<file path="config.mk">
export PLATFORM = sky130hd
export DESIGN_NAME = scan_chain_ctrl
export DESIGN_NICKNAME = d
export VERILOG_FILES = /design/src/rtl/scan_ctrl_pkg.sv /design/src/rtl/scan_shift_reg.sv /design/src/rtl/scan_chain_ctrl.sv
export SDC_FILE = /design/constraint.sdc
export NUM_CORES = 1
export LEC_CHECK = 0
export CELL_PAD_IN_SITES_DETAIL_PLACEMENT = 1
export CELL_PAD_IN_SITES_GLOBAL_PLACEMENT = 1
export CORE_MARGIN = 1
export CORE_UTILIZATION = 37
export DETAILED_ROUTE_END_ITERATION = 10
export PLACE_DENSITY = 0.92
export SLEW_MARGIN = 20
export SYNTH_ARGS = -nofsm -noshare
export SYNTH_HDL_FRONTEND = slang
export SYNTH_SLANG_ARGS = --single-unit
</file>
<file path="constraint.sdc">
create_clock -name CLK -period 5.3 [get_ports CLK]
set_input_delay 1.325 -clock CLK [delete_from_list [all_inputs] [get_ports CLK]]
set_output_delay 1.325 -clock CLK [all_outputs]
set_load 0.02 [all_outputs]
</file>
<file path="src/rtl/scan_ctrl_pkg.sv">
// Shared types for the scan chain controller: FSM state encoding and the
// down-counter width helper.
package scan_ctrl_pkg;

    typedef enum logic [2:0] {
        StIdle,
        StLoad,
        StCapture,
        StUnload,
        StDone
    } scan_state_e;

    // Counter must hold the longest phase length (load/unload or capture).
    function automatic int unsigned cnt_width(input int unsigned chain_len,
                                              input int unsigned cap_cycles);
        int unsigned longest;
        longest = (chain_len > cap_cycles) ? chain_len : cap_cycles;
        return $clog2(longest + 1);
    endfunction

endpackage

</file>
<file path="src/rtl/scan_shift_reg.sv">
// Parallel-load / serial-out / serial-in register shared by the LOAD and
// UNLOAD phases; shifts toward bit 0 and fills from the top.
module scan_shift_reg #(
    parameter int unsigned WIDTH = 16
) (
    input  logic             clk,
    input  logic             rst_n,
    input  logic             load,
    input  logic             shift,
    input  logic             sin,
    input  logic [WIDTH-1:0] par_in,
    output logic [WIDTH-1:0] q
);

    logic [WIDTH-1:0] data_q;

    always_ff @(posedge clk or negedge rst_n) begin
        if (!rst_n) begin
            data_q <= '0;
        end else if (load) begin
            data_q <= par_in;
        end else if (shift) begin
            data_q <= {sin, data_q[WIDTH-1:1]};
        end
    end

    assign q = data_q;

endmodule

</file>
<file path="src/rtl/scan_chain_ctrl.sv">
// Scan chain sequencer: load pattern, capture, unload result, hand back to host.
// Optional feature macro: SCAN_CTRL_PARITY_EN adds RESULT_PAR (XOR of RESULT).
module scan_chain_ctrl
    import scan_ctrl_pkg::*;
#(
    parameter int unsigned CHAIN_LEN  = 16,
    parameter int unsigned CAP_CYCLES = 1
) (
    input  logic                 CLK,
    input  logic                 RESET_B,
    input  logic                 START_VALID,
    output logic                 START_READY,
    input  logic [CHAIN_LEN-1:0] PAT_IN,
    input  logic                 ABORT,
    output logic                 SCE,
    output logic                 SCD,
    output logic                 CHAIN_CLK_EN,
    input  logic                 SCAN_OUT,
    output logic [CHAIN_LEN-1:0] RESULT,
    output logic                 RESULT_VALID,
    input  logic                 RESULT_READY,
`ifdef SCAN_CTRL_PARITY_EN
    output logic                 RESULT_PAR,
`endif
    output logic                 BUSY
);

    localparam int unsigned CNT_W = cnt_width(CHAIN_LEN, CAP_CYCLES);
    localparam logic [CNT_W-1:0] LEN_CNT = CNT_W'(CHAIN_LEN);
    localparam logic [CNT_W-1:0] CAP_CNT = CNT_W'(CAP_CYCLES);
    localparam logic [CNT_W-1:0] ONE_CNT = CNT_W'(1);

    scan_state_e          state_q, state_d;
    logic [CNT_W-1:0]     cnt_q, cnt_d;
    logic                 sce_q, sce_d;
    logic                 scd_q, scd_d;
    logic                 en_q, en_d;
    logic                 valid_q, valid_d;
    logic                 sr_load, sr_shift, sr_sin;
    logic [CHAIN_LEN-1:0] sr_q;
    logic                 cnt_last;

    assign cnt_last = (cnt_q == ONE_CNT);
    assign sr_sin   = (state_q == StUnload) ? SCAN_OUT : 1'b0;

    scan_shift_reg #(
        .WIDTH (CHAIN_LEN)
    ) u_shift_reg (
        .clk    (CLK),
        .rst_n  (RESET_B),
        .load   (sr_load),
        .shift  (sr_shift),
        .sin    (sr_sin),
        .par_in (PAT_IN),
        .q      (sr_q)
    );

    // Pin values are computed for the state being entered, so SCE/SCD/CHAIN_CLK_EN
    // come straight from flops and line up with the FSM state.
    always_comb begin
        state_d  = state_q;
        cnt_d    = cnt_q;
        sce_d    = 1'b0;
        scd_d    = 1'b0;
        en_d     = 1'b0;
        valid_d  = 1'b0;
        sr_load  = 1'b0;
        sr_shift = 1'b0;
        if (ABORT) begin
            state_d = StIdle;
        end else begin
            unique case (state_q)
                StIdle: begin
                    if (START_VALID) begin
                        state_d = StLoad;
                        cnt_d   = LEN_CNT;
                        sr_load = 1'b1;
                        sce_d   = 1'b1;
                        scd_d   = PAT_IN[0];
                        en_d    = 1'b1;
                    end
                end
                StLoad: begin
                    sr_shift = 1'b1;
                    en_d     = 1'b1;
                    if (cnt_last) begin
                        state_d = StCapture;
                        cnt_d   = CAP_CNT;
                    end else begin
                        cnt_d = cnt_q - ONE_CNT;
                        sce_d = 1'b1;
                        scd_d = sr_q[1];
                    end
                end
                StCapture: begin
                    en_d  = 1'b1;
                    sce_d = 1'b1;
                    if (cnt_last) begin
                        state_d = StUnload;
                        cnt_d   = LEN_CNT;
                    end else begin
                        cnt_d = cnt_q - ONE_CNT;
                        sce_d = 1'b0;
                    end
                end
                StUnload: begin
                    sr_shift = 1'b1;
                    if (cnt_last) begin
                        state_d = StDone;
                    end else begin
                        cnt_d = cnt_q - ONE_CNT;
                        sce_d = 1'b1;
                        en_d  = 1'b1;
                    end
                end
                StDone: begin
                    // RESULT settles on DONE entry; VALID follows one cycle later.
                    valid_d = 1'b1;
                    if (valid_q && RESULT_READY) begin
                        state_d = StIdle;
                        valid_d = 1'b0;
                    end
                end
                default: state_d = StIdle;
            endcase
        end
    end

    always_ff @(posedge CLK or negedge RESET_B) begin
        if (!RESET_B) begin
            state_q <= StIdle;
            cnt_q   <= '0;
            sce_q   <= 1'b0;
            scd_q   <= 1'b0;
            en_q    <= 1'b0;
            valid_q <= 1'b0;
        end else begin
            state_q <= state_d;
            cnt_q   <= cnt_d;
            sce_q   <= sce_d;
            scd_q   <= scd_d;
            en_q    <= en_d;
            valid_q <= valid_d;
        end
    end

`ifdef SCAN_CTRL_PARITY_EN
    logic par_q, par_d;

    always_comb begin
        par_d = par_q;
        if (!ABORT) begin
            if (state_q == StIdle && START_VALID) begin
                par_d = 1'b0;
            end else if (state_q == StUnload) begin
                par_d = par_q ^ SCAN_OUT;
            end
        end
    end

    always_ff @(posedge CLK or negedge RESET_B) begin
        if (!RESET_B) begin
            par_q <= 1'b0;
        end else begin
            par_q <= par_d;
        end
    end

    assign RESULT_PAR = par_q;
`endif

    assign START_READY  = (state_q == StIdle);
    assign BUSY         = (state_q != StIdle);
    assign SCE          = sce_q;
    assign SCD          = scd_q;
    assign CHAIN_CLK_EN = en_q;
    assign RESULT       = sr_q;
    assign RESULT_VALID = valid_q;

endmodule

</file>
# Yosys cells after proc, flatten, opt, wreduce, memory -nomap -nowiden
# Index checks and enable logic that the tools add are counted.
word_totals:
  regBits: 28
  wordCells: 63
op_classes:
  bitwise: 1
  n_eq_ne: 12
  n_reduce_logical: 9
  muxes: 33
  add_sub_neg: 1
op_table:
  columns: ["operator", "n"]
  rows:
  - ["$mux W16", 2]
  - ["$mux W5", 4]
  - ["$pmux W5 S4", 1]
  - ["$mux W3", 6]
  - ["$mux W1", 16]
  - ["$pmux W3 S5", 1]
  - ["$ne A3 B3 Y1 const B", 4]
  - ["$eq A3 B2 Y1 const B", 2]
  - ["$pmux W1 S3", 2]
  - ["$eq A5 B1 Y1 const B", 1]
  - ["$reduce_and A5 Y1", 1]
  - ["$sub A5 B1 Y5 const B", 1]
  - ["$ne A2 B2 Y1 const B", 2]
  - ["$reduce_and A4 Y1", 1]
  - ["$reduce_bool A4 Y1", 1]
  - ["$reduce_or A2 Y1", 2]
  - ["$eq A3 B1 Y1 const B", 1]
  - ["$eq A3 B3 Y1 const B", 1]
  - ["$logic_not A3 Y1", 1]
  - ["$ne A3 B2 Y1 const B", 1]
  - ["$reduce_bool A3 Y1", 1]
  - ["$pmux W1 S2", 1]
  - ["$reduce_bool A2 Y1", 1]
  - ["$logic_and A1 B1 Y1", 1]
  - ["$not A1 Y1", 1]

# Longest topological paths before layout
depth:
  depth_word: 6
  mapped_depth: 6
  ltp_nobuf: 6

# By module
# From an unflattened synthesis, not the netlist that was laid out.
unflattened:
  cells_unflattened: 148
  hier_area_um2: 1463.9
by_module_without_submodules:
  columns: ["mod", "area_each_um2", "seq_area_each_um2", "n_inst", "cells_each"]
  rows:
  - ["scan_shift_reg", 744.5, 400.4, 1, 69]
  - ["scan_chain_ctrl", 719.4, 300.3, 1, 79]

# Least setup slack after synthesis
# Ideal clock, no wire load.
synth_path:
  path_type: "reg-to-output"
  startpoint: "reg state_q[0]"
  endpoint: "out START_READY"
  arrival_time_ps: 1079
  path_slack_ps: 2896
  t_required_ps: 3975
  path_stages_with_launch: 4
  path_buffers: 1
  path_cell_list: "dfrtp_1 buf_6 or3_4 inv_1"
synth_between:
  elab_chain_len: 1
synth_rtl:
  columns: ["item", "line", "text"]
  rows:
  - ["from (decl)", "scan_chain_ctrl.sv:33", "scan_state_e state_q, state_d;"]
  - ["from (signal assigned)", "scan_chain_ctrl.sv:131", "state_q <= StIdle;"]
  - ["from (signal assigned)", "scan_chain_ctrl.sv:138", "state_q <= state_d;"]
  - ["$logic_not A3 Y1", "scan_chain_ctrl.sv:172", "assign START_READY = (state_q == StIdle);"]
  - ["to (decl)", "scan_chain_ctrl.sv:12", "output logic START_READY,"]
# Every way passes these cells.

# Worst setup path after layout
layout_path:
  startpoint: "reg state_q[1]"
  endpoint: "out START_READY"
# The elaborated chain is that of the path after synthesis.

==> run_results.csv <==
group,metric,value,unit
run_status,outcome,"completed",
power,swShare,0.370,
floorplan,die_w,64.1,um
min_path,min-delay-path-class,"reg2reg",
layout,sequential_cell_area,701,sq um
timing,finalHoldViolCount,0,
layout,most-common-layout-cells,"43 x sky130_fd_sc_hd__clkdlybuf4s50_1, 28 x sky130_fd_sc_hd__dfrtp_1, 15 x sky130_fd_sc_hd__nand2_1, 10 x sky130_fd_sc_hd__mux2i_1, 10 x sky130_fd_sc_hd__o21ai_1",
global_route,maximum_number_of_pins_on_one_net_before_global_route_repair,29,
setup_path,end_kind,"primary output",
timing,final-setup-viol-count,0,
synth,mapped_cell_area,1430,sq um
clocking,cts.root.buffer_cell,"sky130_fd_sc_hd__clkbuf_8",
route,routedWlPerCell,17.2,um
timing,max_freq,303,MHz
global_route,first_pass_grt_wire_length,6620,um
route,route.final.wire_length,3900,um
synth,postSynthCellCount,136,
run,max_cap_viol_count,0,
synth,synth_enable_flop_cells,0,
setup_path,critical_path_class,"reg2out",
timing,timing.final.crit_period,3.30,ns
setup_path,timing.critical_path.required,3.97,ns
floorplan,io-pin-count,44,
power,report.power.total,755,uW
layout,most_common_cell_after_layout_fill_and_taps_aside,"sky130_fd_sc_hd__clkdlybuf4s50_1",
clocking,post_cts_resized,0,
power,leakage_power_figure,0.000807,uW
timing,slew_viol_final,0,
clocking,cts.repair_timing.setup_buffer_count,0,
layout,area_growth_syn_to_layout,35.0,%
layout,final_core_util,0.522,
route,post_drt_via_cell_ratio,5.42,
synth,mappedNetlistNets,160,
layout,layout_cell_share_with_drive_strength_beyond_1,0.0730,
layout,nets,204,
route,dr.pass1.iters,4,
setup_path,cp_max_fo,12,
timing,grt_setup_unrepaired,"false",
synth,yosysWarnings,0,
place,placement.io_buffers,43,
power,p_comb_frac,0.418,
place,final_gp_congestion,0.822,
route,antenna_violating_nets_post_route,0,
synth,synth_seq_cells,28,
synth,synth.top_cells.by_area,"sky130_fd_sc_hd__dfrtp_1 49%, sky130_fd_sc_hd__mux2i_1 7.0%, sky130_fd_sc_hd__nand2_1 4.0%",
clocking,worst_setup_hold_path_clk_slew,0.09,ns
global_route,via_count_of_the_first_global_routing_pass,1360,
global_route,grt_antenna_before_repair,0,
power,clkPwrFrac,0.149,
clocking,cts.hold.buffers_added,0,
power,seqPwrFrac,0.433,
route,detailedRoute.firstIterationViolations,75,
synth,async_reset_ff_frac,1.00,
timing,timing_worst_slew_pin_value,0.952,ns
power,netSwitchingPower,279,uW
power,pwr_density_cell,392,nW/um^2
layout,multi_input_comb_area,662,sq um
clocking,clkSinkCount,28,
global_route,grtUsageTotal,0.209,
timing,timing.clock.skew,0.00396,ns
floorplan,floorplan.die_area,4100,sq um
clocking,clock_tree_from_tritoncts,"done",
synth,synth.yosys.seq_area_share,0.492,
synth,synthFlopType,"sky130_fd_sc_hd__dfrtp_1",
floorplan,effective_utilization_at_floorplan,0.386,
floorplan,chipHeight,64.1,um
setup_path,cp-start-kind,"register",
synth,synth_top_area_frac,0.492,
layout,insertedDiodeCount,0,
clocking,htree_num_levels,1,
timing,final.setup.tns,0,ns
setup_path,data_arrival_time_of_the_critical_path,1.97,ns
timing,finalCritPeriodShare,0.622,
clocking,cts_buffers,3,
global_route,globalRoute.totalOverflow,0,
synth,synth.distinct_cells,39,
synth,avgSynthCellArea,10.5,sq um
power,intPower,476,uW
floorplan,core_area,3690,sq um
place,detailed_place_hpwl,2970,um
floorplan,placementRows,22,
layout,fillers,424,
clocking,clock_insertion_delay_worst_skew,0.27,ns
clocking,cts_max_path_buffers,2,
route,drc,0,
timing,worst_slew_margin_rel,0.364,
synth,synth_top_area_cell,"sky130_fd_sc_hd__dfrtp_1",
route,count_of_vias_placed_by_the_detailed_router,1225,
power,worst_ir_drop_vdd,0.143,mV
==> worst paths after layout <==
check                                 start           endpoint  slack (ns)  cells past startpoint
max                              state_q[1]        START_READY        2.00                      3
min                        u_shift_reg.q[0]   u_shift_reg.q[0]        0.50                      1
max reg2reg                      state_q[1]   u_shift_reg.q[7]        2.98                      4
min reg2reg                u_shift_reg.q[0]   u_shift_reg.q[0]        0.50                      1
max in group asynchronous           RESET_B   u_shift_reg.q[4]        3.59                      2
min in group asynchronous           RESET_B  u_shift_reg.q[10]        1.45                      2
==> per-layer routing <==
layer | track usage | routed length [um] | vias up
met5 | 0 | 0 | -
met3 | 0.0268 | 147 | 5
met2 | 0.371 | 2000 | 34
met1 | 0.263 | 1700 | 608
li1 | - | - | 578
met4 | 0.0625 | 51 | 0
==> Yosys cell counts, drive strengths merged, types with 2 or more instances <==
library cell  instances
o21ai                13
nor3                  4
ha                    2
or2                   2
a21oi                 5
nor3b                 2
a31oi                 4
a21o                  6
nor4b                 3
a22o                  6
nand2                15
inv                   4
buf                   6
dfrtp                28
mux2i                10
or3                   2
nor2                  9
==> layout make-up <==
| type | instances | share of cell area |
|---|---|---|
| Tap cell | 48 | 0.0312 |
| Inverter | 4 | 0.00780 |
| Timing Repair Buffer | 45 | 0.231 |
| Multi-Input combinational cell | 98 | 0.344 |
| Sequential cell | 28 | 0.364 |
| Clock buffer | 3 | 0.0215 |
==> critical path: stages, from the launching register on <==
cell	delay [ns]
sky130_fd_sc_hd__dfrtp_1	0.53
sky130_fd_sc_hd__or3_4	0.47
sky130_fd_sc_hd__inv_1	0.09
sky130_fd_sc_hd__clkdlybuf4s50_1	0.60
==> metrics by stage <==
stage	worst slack, ns	cells	hold WS [ns]	cell area [sq um]
floorplan	2.90	136	0.511	1430
global placement	2.11	223	0.476	1880
detailed placement	1.99	223	0.497	1880
CTS	2.00	226	0.519	1920
global route	1.93	226	0.535	1920
finish	2.00	226	0.501	1920
==> cells by family (layout without fill, tap and decap cells) <==
family | Yosys count | count (layout) | synth area share
xor gates and xnor gates | 1 | 1 | 0.00615
adders and majority gates | 2 | 2 | 0.0176
DFF | 28 | 28 | 0.492
buffers and inverters | 10 | 52 | 0.0439
AOI/OAI and AO/OA | 43 | 43 | 0.203
and+or+nand+nor | 42 | 42 | 0.168
muxes | 10 | 10 | 0.0702
==> power groups by stage <==
stage	Sequential [uW]	Combinational (uW)	Clock, uW
after detailed placement	333	316	0
final	327	316	112
after global routing	337	341	125
after global placement	325	297	0
after floorplan	357	142	0
after CTS	328	319	118
==> registers in the layout, summed over array words and instances (netlist names) <==
name           flops
SCE                1
state_q            3
CHAIN_CLK_EN       1
u_shift_reg.q     16
RESULT_VALID       1
cnt_q              5
SCD                1
Note: power is estimated with default switching activity, not from simulation.
